## src/rtl/led_inten_ctrl_pkg.sv

```systemverilog
// led_pkg: shared types and constants for the LED intensity datapath
package led_pkg;
  typedef enum logic [2:0] {IDLE, SQ_L, SQ_R, SQRT, DONE} state_t;
  localparam int NUM_LEDS = 8;
  localparam int SQRT_ITERS = 16;
  typedef logic signed [15:0] sample_t;
  typedef logic [15:0] inten_t;
endpackage

```

## src/rtl/led_inten_ctrl_if.sv

```systemverilog
// led_inten_ctrl_if: sample stream in, intensity/LED results out
interface led_inten_ctrl_if;
  import led_pkg::*;
  logic vld;
  sample_t lft_chnnl;
  sample_t rght_chnnl;
  inten_t inten;
  logic inten_vld;
  logic busy;
  logic ovrn;
  logic [NUM_LEDS-1:0] LED;
  modport master(output vld, lft_chnnl, rght_chnnl, input inten, inten_vld, busy, ovrn, LED);
  modport slave(input vld, lft_chnnl, rght_chnnl, output inten, inten_vld, busy, ovrn, LED);
endinterface

```

## src/rtl/led_inten_ctrl_isqrt_serial.sv

```systemverilog
// isqrt_serial: restoring digit-by-digit square root, one root bit per cycle
module isqrt_serial
  import led_pkg::*;
(
  input  logic        clk,
  input  logic        rst,
  input  logic        start,
  input  logic [31:0] radicand,
  output logic        done,
  output inten_t      root
);
  logic run;
  logic [3:0] cnt;
  logic [31:0] a;
  logic [17:0] rem;
  inten_t q;
  logic [19:0] rs, d;
  logic ge;
  // trial subtraction; root is the final value in the done cycle
  always_comb begin
    rs = {rem, a[31:30]};
    d = {2'b00, q, 2'b01};
    ge = rs >= d;
    done = run && cnt == 4'(SQRT_ITERS - 1);
    root = {q[14:0], ge};
  end
  // iteration registers; start is ignored while running
  always_ff @(posedge clk or posedge rst) begin
    if (rst) begin
      run <= 1'b0;
      cnt <= '0;
      a <= '0;
      rem <= '0;
      q <= '0;
    end else if (start && !run) begin
      run <= 1'b1;
      cnt <= '0;
      a <= radicand;
      rem <= '0;
      q <= '0;
    end else if (run) begin
      a <= a << 2;
      rem <= ge ? 18'(rs - d) : rs[17:0];
      q <= {q[14:0], ge};
      cnt <= cnt + 4'd1;
      run <= !done;
    end
  end
endmodule

```

## src/rtl/led_inten_ctrl.sv

```systemverilog
// led_inten_ctrl: stereo RMS intensity with peak-hold/decay LED bar
module led_inten_ctrl
  import led_pkg::*;
#(
  parameter int DECAY_DIV = 1024,
  parameter logic [15:0] STEP = 16'h0200
) (
  input logic clk,
  input logic rst,
  led_inten_ctrl_if.slave bus
);
  localparam int CW = $clog2(DECAY_DIV + 1);
  state_t st, nst;
  sample_t l_q, r_q, m;
  logic signed [31:0] p;
  logic [31:0] sum, sum_n;
  inten_t inten, peak, root;
  logic [CW-1:0] cnt;
  logic acc, busy, sq_done;
  logic [NUM_LEDS-1:0] led;
  logic [16:0] thr;
  // one shared squarer selected by state, next-state and status outputs
  always_comb begin
    busy = st == SQ_L || st == SQ_R || st == SQRT;
    acc = bus.vld && (st == IDLE || st == DONE);
    m = st == SQ_L ? l_q : r_q;
    p = m * m;
    sum_n = (st == SQ_L ? 32'd0 : sum) + $unsigned(p);
    nst = acc ? SQ_L : st == SQ_L ? SQ_R : st == SQ_R ? SQRT :
          st == SQRT ? (sq_done ? DONE : SQRT) : IDLE;
    bus.busy = busy;
    bus.ovrn = busy && bus.vld;
    bus.inten_vld = st == DONE;
    bus.inten = inten;
  end
  // LED thresholds built by accumulation so no second multiplier appears
  always_comb begin
    led = '0;
    thr = '0;
    for (int i = 0; i < NUM_LEDS; i++) begin
      led[i] = {1'b0, peak} > thr;
      thr = thr + {1'b0, STEP};
    end
    bus.LED = led;
  end
  // state register
  always_ff @(posedge clk or posedge rst) begin
    if (rst) st <= IDLE;
    else st <= nst;
  end
  // sample latch, sum of squares, result and peak-hold/decay
  always_ff @(posedge clk or posedge rst) begin
    if (rst) begin
      l_q <= '0;
      r_q <= '0;
      sum <= '0;
      inten <= '0;
      peak <= '0;
      cnt <= '0;
    end else begin
      if (acc) begin
        l_q <= bus.lft_chnnl;
        r_q <= bus.rght_chnnl;
      end
      if (st == SQ_L || st == SQ_R) sum <= sum_n;
      if (st == SQRT && sq_done) inten <= root;
      if (st == DONE) begin
        if (inten > peak) begin
          peak <= inten;
          cnt <= '0;
        end else if (cnt == CW'(DECAY_DIV - 1)) begin
          peak <= peak > STEP ? peak - STEP : 16'd0;
          cnt <= '0;
        end else cnt <= cnt + 1'b1;
      end
    end
  end
  isqrt_serial u_sqrt (
    .clk(clk),
    .rst(rst),
    .start(st == SQ_R),
    .radicand(sum_n >> 1),
    .done(sq_done),
    .root(root)
  );
endmodule

```

## src/flat_wrapper.sv

```systemverilog
// flat-port wrapper written by rule: the top's interface ports become plain ports
module led_inten_ctrl_flat import led_pkg::*;
#(
  parameter int DECAY_DIV = 1024,
  parameter logic [15:0] STEP = 16'h0200
)
  (clk, rst, bus_vld, bus_lft_chnnl, bus_rght_chnnl, bus_inten, bus_inten_vld, bus_busy, bus_ovrn, bus_LED);
  led_inten_ctrl_if bus_i ();
  input logic clk;
  input logic rst;
  input wire logic [$bits(bus_i.vld)-1:0] bus_vld;
  input wire logic [$bits(bus_i.lft_chnnl)-1:0] bus_lft_chnnl;
  input wire logic [$bits(bus_i.rght_chnnl)-1:0] bus_rght_chnnl;
  output wire logic [$bits(bus_i.inten)-1:0] bus_inten;
  output wire logic [$bits(bus_i.inten_vld)-1:0] bus_inten_vld;
  output wire logic [$bits(bus_i.busy)-1:0] bus_busy;
  output wire logic [$bits(bus_i.ovrn)-1:0] bus_ovrn;
  output wire logic [$bits(bus_i.LED)-1:0] bus_LED;
  assign bus_i.vld = bus_vld;
  assign bus_i.lft_chnnl = bus_lft_chnnl;
  assign bus_i.rght_chnnl = bus_rght_chnnl;
  assign bus_inten = bus_i.inten;
  assign bus_inten_vld = bus_i.inten_vld;
  assign bus_busy = bus_i.busy;
  assign bus_ovrn = bus_i.ovrn;
  assign bus_LED = bus_i.LED;
  led_inten_ctrl #(.DECAY_DIV(DECAY_DIV), .STEP(STEP)) u_core (.clk(clk), .rst(rst), .bus(bus_i));
endmodule
```

## config.mk

```make
export PLATFORM = sky130hd
export DESIGN_NAME = led_inten_ctrl_flat
export DESIGN_NICKNAME = d
export VERILOG_FILES = /design/src/rtl/led_inten_ctrl_pkg.sv /design/src/rtl/led_inten_ctrl_if.sv /design/src/rtl/led_inten_ctrl_isqrt_serial.sv /design/src/rtl/led_inten_ctrl.sv /design/src/flat_wrapper.sv
export SDC_FILE = /design/constraint.sdc
export NUM_CORES = 1
export LEC_CHECK = 0
export ABC_AREA = 1
export CORE_ASPECT_RATIO = 1.75
export CORE_MARGIN = 2
export CORE_UTILIZATION = 58
export DETAILED_ROUTE_END_ITERATION = 12
export PLACE_DENSITY = 0.79
export SYNTH_ARGS = -nofsm -noshare
export SYNTH_HDL_FRONTEND = slang
export SYNTH_SLANG_ARGS = --single-unit
```

## constraint.sdc

```tcl
create_clock -name clk -period 6.15 [get_ports clk]
set_input_delay 0.9225 -clock clk [delete_from_list [all_inputs] [get_ports clk]]
set_output_delay 0.9225 -clock clk [all_outputs]
set_load 0.01 [all_outputs]
```

After elaboration in Yosys (flattened, before gate mapping)
Index checks and enable logic that the tools add are counted.
{ "op_classes": {"n_addsub": 5, "n_mul": 1, "div": 0, "magnitude_cmp": 11, "n_eq_ne": 6, "n_shift": 0, "muxes": 23, "n_bitwise": 0, "n_reduce_logical": 14} }
{ "ops": {"columns": ["operator", "n"], "rows": [
  ["$mux 16", 6],
  ["$mux 32", 3],
  ["$gt 16x12->1 const B", 4],
  ["$mux 18", 3],
  ["$add 32x32->32", 1],
  ["$gt 16x10->1 const B", 2],
  ["$gt 16x11->1 const B", 2],
  ["$mul 16x16->32", 1],
  ["$mux 11", 2],
  ["$ge 20x18->1", 1],
  ["$sub 18x18->18", 1],
  ["$gt 16x1->1 const B", 1],
  ["$gt 16x16->1", 1],
  ["$sub 16x10->16 const B", 1],
  ["$mux 3", 5],
  ["$add 11x1->11 const B", 1],
  ["$eq 11x10->1 const B", 1],
  ["$mux 4", 2],
  ["$eq 3x2->1 const B", 2],
  ["$logic_and 1x1->1", 5],
  ["$add 4x1->4 const B", 1],
  ["$eq 4x4->1 const B", 1],
  ["$reduce_bool 2->1", 2],
  ["$eq 3x1->1 const B", 1],
  ["other kinds (6)", 10]
]} }
{ "totals": {"regBits": 181, "latch_bits": 0, "ram_bits": 0, "mem_bits_ro": 0, "output_inout_bits": 27, "memories": 0} }

Longest topological paths before layout
{ "logic_depth": {"depth_word": 7, "mapped_depth": 34, "mapped_depth_nobuf": 32} }

By module
A second synthesis with hierarchy kept.
{ "hier_totals": {"cells_unflattened": 2544, "hier_area_um2": 20594.8} }
{ "modules_own_cells": {"columns": ["mod", "instances", "cells_per_inst", "area_each_um2", "seq_area_each_um2"], "rows": [
  ["led_inten_ctrl", 1, 1943, 16121.7, 2752.6],
  ["isqrt_serial", 1, 601, 4473.0, 1776.7]
]} }

Worst setup path after synthesis
Ideal clock, no wire load.
{ "synth_path": {"path_kind": "register -> register", "from": "register u_core.st[2]", "to": "register u_core.u_sqrt.a[30]", "arrival_ps": 6348, "t_required_ps": 6032, "slack_ps": -316, "path_stages_with_launch": 29, "n_path_buf": 3, "period_less_slack_ps": 6466, "path_cell_list": "dfrtp_1 -> inv_2 -> nand3_4 -> buf_6 -> buf_12 -> o21ai_4 -> inv_2 -> buf_6 -> nor2_1 -> fa_1 -> inv_1 -> fa_1 -> inv_1 -> fa_1 -> fa_1 -> inv_1 -> fa_1 -> fa_1 -> inv_1 -> ha_1 -> a21oi_1 -> a21boi_0 -> nand2_1 -> a21oi_1 -> nand2_1 -> inv_1 -> nand2_1 -> nand3_1 -> nand2_1"} }
{ "synth_via": {"elab_chain_cells": 5} }
{ "synth_lines": {"columns": ["item", "line_no", "text"], "rows": [
  ["from (decl)", "led_inten_ctrl.sv:13", "state_t st, nst;"],
  ["from (signal assigned)", "led_inten_ctrl.sv:49", "else st <= nst;"],
  ["$eq 3x1->1", "led_inten_ctrl.sv:26, led_inten_ctrl.sv:28", null],
  ["$mux 16", "led_inten_ctrl.sv:26", "m = st == SQ_L ? l_q : r_q;"],
  ["$mul 16x16->32", "led_inten_ctrl.sv:27", "p = m * m;"],
  ["$add 32x32->32", "led_inten_ctrl.sv:28", "sum_n = (st == SQ_L ? 32'd0 : sum) + $unsigned(p);"],
  ["$mux 32", "led_inten_ctrl_isqrt_serial.sv:35", "end else if (start && !run) begin"],
  ["to (signal assigned)", "led_inten_ctrl_isqrt_serial.sv:38", "a <= radicand;"],
  ["to (signal assigned)", "led_inten_ctrl_isqrt_serial.sv:42", "a <= a << 2;"],
  ["to (decl)", "led_inten_ctrl_isqrt_serial.sv:14", "logic [31:0] a;"]
]} }
Parallel ways exist; a longest one is shown, timed or not.
A chain may end at the register's enable or synchronous reset.

Worst setup path in the final report
{ "layout_path": {"from": "register u_core.st[1]", "to": "register u_core.sum[16]"} }
{ "layout_via": {"elab_chain_cells": 4} }
{ "layout_lines": {"columns": ["item", "line_no", "text"], "rows": [
  ["$eq 3x1->1", "led_inten_ctrl.sv:26, led_inten_ctrl.sv:28, led_inten_ctrl.sv:65", null],
  ["$mux 16", "led_inten_ctrl.sv:26", null],
  ["$mul 16x16->32", "led_inten_ctrl.sv:27", null],
  ["$add 32x32->32", "led_inten_ctrl.sv:28", null],
  ["to (signal assigned)", "led_inten_ctrl.sv:65", "if (st == SQ_L || st == SQ_R) sum <= sum_n;"],
  ["to (decl)", "led_inten_ctrl.sv:16", "logic [31:0] sum, sum_n;"]
]} }
Parallel ways exist; a longest one is shown, timed or not.

==> run summary <==
worst r2r src - u_core.st[1]$_DFF_PP0_
Startpoint Class - flip-flop
CTS tree - done
CP endpoint kind - flip-flop
Ports - 62
Worst path slowest cell - fa_2
Finished Core Util - 78.2%
Total Wirelength - 81900 µm
DR vias - 20300
worst-path fanout max - 6
Iter 0 DRT Violations - 1845
critical path arrival - 7.66 ns
Fin. Hold Viols - 0
clk sinks - 181
count of different cell masters after synthesis - 53
Placed Area - 23200 µm²
# setup viols final - 49
Worst path max stage delay - 0.87 ns
Worst-path clk slew - 0.08 ns
Mapped Area - 20500 µm²
Hold Path End - u_core.peak[7]$_DFFE_PP0P_
pin count of the biggest net entering global routing - 182
r2r setup slk - -1.11 ns
top-count cell post-synth - nand2_1
Tightest Pin Transition - 1.14 ns
hold path startpoint - u_core.peak[7]$_DFFE_PP0P_
CTS root buffer - clkbuf_16
port bufs - 61
RSZ-0062 raised after global routing - yes
failing checks - setup timing
fin. max-slew vios - 0
Synth Flop Type - dfrtp_1
Achievable Freq - 138 MHz
Final Instance Count excl. Fillers - 3366
initial antenna violation count - 2
number of global-route vias before repair - 20400
Die Ht - 253 µm
main area contributors after synthesis - fa_1, dfrtp_1, nand2_1
GPL Wtd Cong - 1.02
first-pass GRT wire length - 104000 µm
total CTS buffers - 17
ANT nets after route - 0
# nets final - 3334
Worst Skew - 0.0205 ns
Setup WS post-layout - -1.11 ns
largest area contributor in the netlist - fa_1
layout cells sized above 1 - 31.6%
final instance area - 27400 µm²
Die X - 146 µm
Detailed Place HPWL - 47400 µm
crit path time final - 7.26 ns
Routed wire per std cell - 24.3 µm
sequential share of the synthesized area - 22.1%
detailed-route DRC error count - 0
P&R area growth vs syn - 33.5%
worst-skew pair later-pin latency - 0.47 ns
reg-to-reg endpoint - u_core.sum[16]$_DFFE_PP0P_
initial cell density of the core - 58.6%
Post-synth ARST share - 100%
syn_nets - 2938
slew margin rel. - 23.2%
WP data required - 6.54 ns
Syn. warnings - 0
num rows - 91
worst-case clock buffer depth - 2
Crit Path Category - flip-flop to flip-flop
Total Routing Usage GR - 36.3%
Max-Cap Viols - 0
Mean Syn Cell Area - 8.25 µm²
# placed instances - 3196
worst hold path cell count - 2
grt ovf - 0
core box area - 35100 µm²
FF/Latch Area - 4530 µm²
H-tree Lvls - 4
HP Class - flip-flop to flip-flop
Die ar. - 37000 µm²
Mapped Cells - 2491
area of the multi-input gates - 15500 µm²
FILL cells - 2070
#FFs+latches synth - 181
outcome - finished, violations left
Final period util - 118%
EDFF count, synth - 0
R2R cell count - 30
TritonRoute pass-1 iters - 8
dpl ws - -0.715 ns
Synth top cells by count - nand2_1, inv_1, fa_1
Critical Path Source - u_core.st[1]$_DFF_PP0_
Vias/cell - 6.04
area share of the largest cell type after synthesis - 25.8%
==> placed cells by master (no fill, tap or decap), drive strengths merged <==
cell type / count
clkbuf: 20
a21o: 4
o211ai: 10
a31o: 3
nand4: 46
nand2: 554
dfrtp: 181
nor4: 4
o22ai: 23
o221ai: 8
mux2: 16
or2: 5
a21boi: 3
a211oi: 1
nor3b: 2
xor2: 15
inv: 569
and2: 1
buf: 375
o21bai: 7
a22o: 1
clkinvlp: 3
a21oi: 86
nor3: 19
a31oi: 1
nor2: 213
o21a: 4
bufbuf: 1
clkinv: 8
nand3b: 10
ha: 147
diode: 3
xnor2: 22
fa: 265
nand3: 124
o21ai: 85
a22oi: 1
clkdlybuf4s50: 61
==> kinds of logic (layout without fill, tap and decap cells) <==
group | after synthesis | in the layout | synth area share, %
AOI/OAI and AO/OA | 237 | 237 | 7.37
xor gates and xnor gates | 37 | 37 | 1.58
adders and majority gates | 412 | 412 | 34.8
buffers and inverters | 631 | 1037 | 12.3
DFF | 181 | 181 | 22.1
muxes | 16 | 16 | 0.877
other | 0 | 3 | 0
and+or+nand+nor | 977 | 978 | 21.0
==> sequential cells by signal, summed over array words and instances, names as in the netlist <==
signal and count:
u_core.bus.inten 16, u_core.cnt 11, u_core.l_q 16, u_core.peak 16, u_core.r_q 16, u_core.st 3
u_core.sum 32, u_core.u_sqrt.a 32, u_core.u_sqrt.cnt 4, u_core.u_sqrt.q 16, u_core.u_sqrt.rem 18, u_core.u_sqrt.run 1
==> final cells by class <==
class                      instances  share of cell area [%]
tap                              465                    2.12
clock buffer                      20                    1.67
inverter                         570                    8.17
multi-input combinational       1680                    56.4
sequential                       181                    16.5
antenna                            3                  0.0274
clock inverter                    10                   0.269
timing repair buffer             437                    14.8
==> worst max-delay path by stage <==
| stage | depth (start not counted) | end | slack (ns) |
|---|---|---|---|
| after global placement | 27 | u_core.u_sqrt.a[21]$_DFFE_PP0P_ | -0.69 |
| after global routing | 31 | u_core.sum[30]$_DFFE_PP0P_ | -1.17 |
| after CTS | 27 | u_core.sum[28]$_DFFE_PP0P_ | -0.11 |
| after floorplan | 31 | u_core.u_sqrt.a[29]$_DFFE_PP0P_ | 0.005 |
| final | 30 | u_core.sum[16]$_DFFE_PP0P_ | -1.11 |
| after detailed placement | 27 | u_core.sum[27]$_DFFE_PP0P_ | -0.71 |
==> routing by layer <==
metal / global-route usage, % / share of wire (%)
met5: 0 / 0.16
met4: 28.8 / 12
met1: 35.3 / 30
met3: 6.16 / 10
met2: 67.2 / 48
==> through the flow <==
| step | TNS, ns | hold WS [ns] |
|---|---|---|
| 2_1_floorplan | 0 | 0.442 |
| 3_3_place_gp | -15.35 | 0.455 |
| 3_5_place_dp | -17.17 | 0.465 |
| 4_1_cts | -1.25 | 0.481 |
| 5_1_grt | -37.95 | 0.513 |
| 6_report | -34.52 | 0.485 |
==> timing repair <==
item	CTS	global route
resized for setup	373	300
pin swaps	221	203
buffers inserted	77	64
gates cloned	2	0
hold buffers	0	0
endpoints found under the setup margin	46	48
==> worst max-delay path, delay by kind of cell, from the launching register on <==
family,cells,cell delay [ns]
fa+ha+maj,7,3.64
simple gates,11,1.51
buf+inv,11,1.42
flops,1,0.43
compound gates,1,0.17
Power is left out: the tool's default activity adds up to more than one toggle a clock period on the data nets, which glitch-free logic cannot reach.
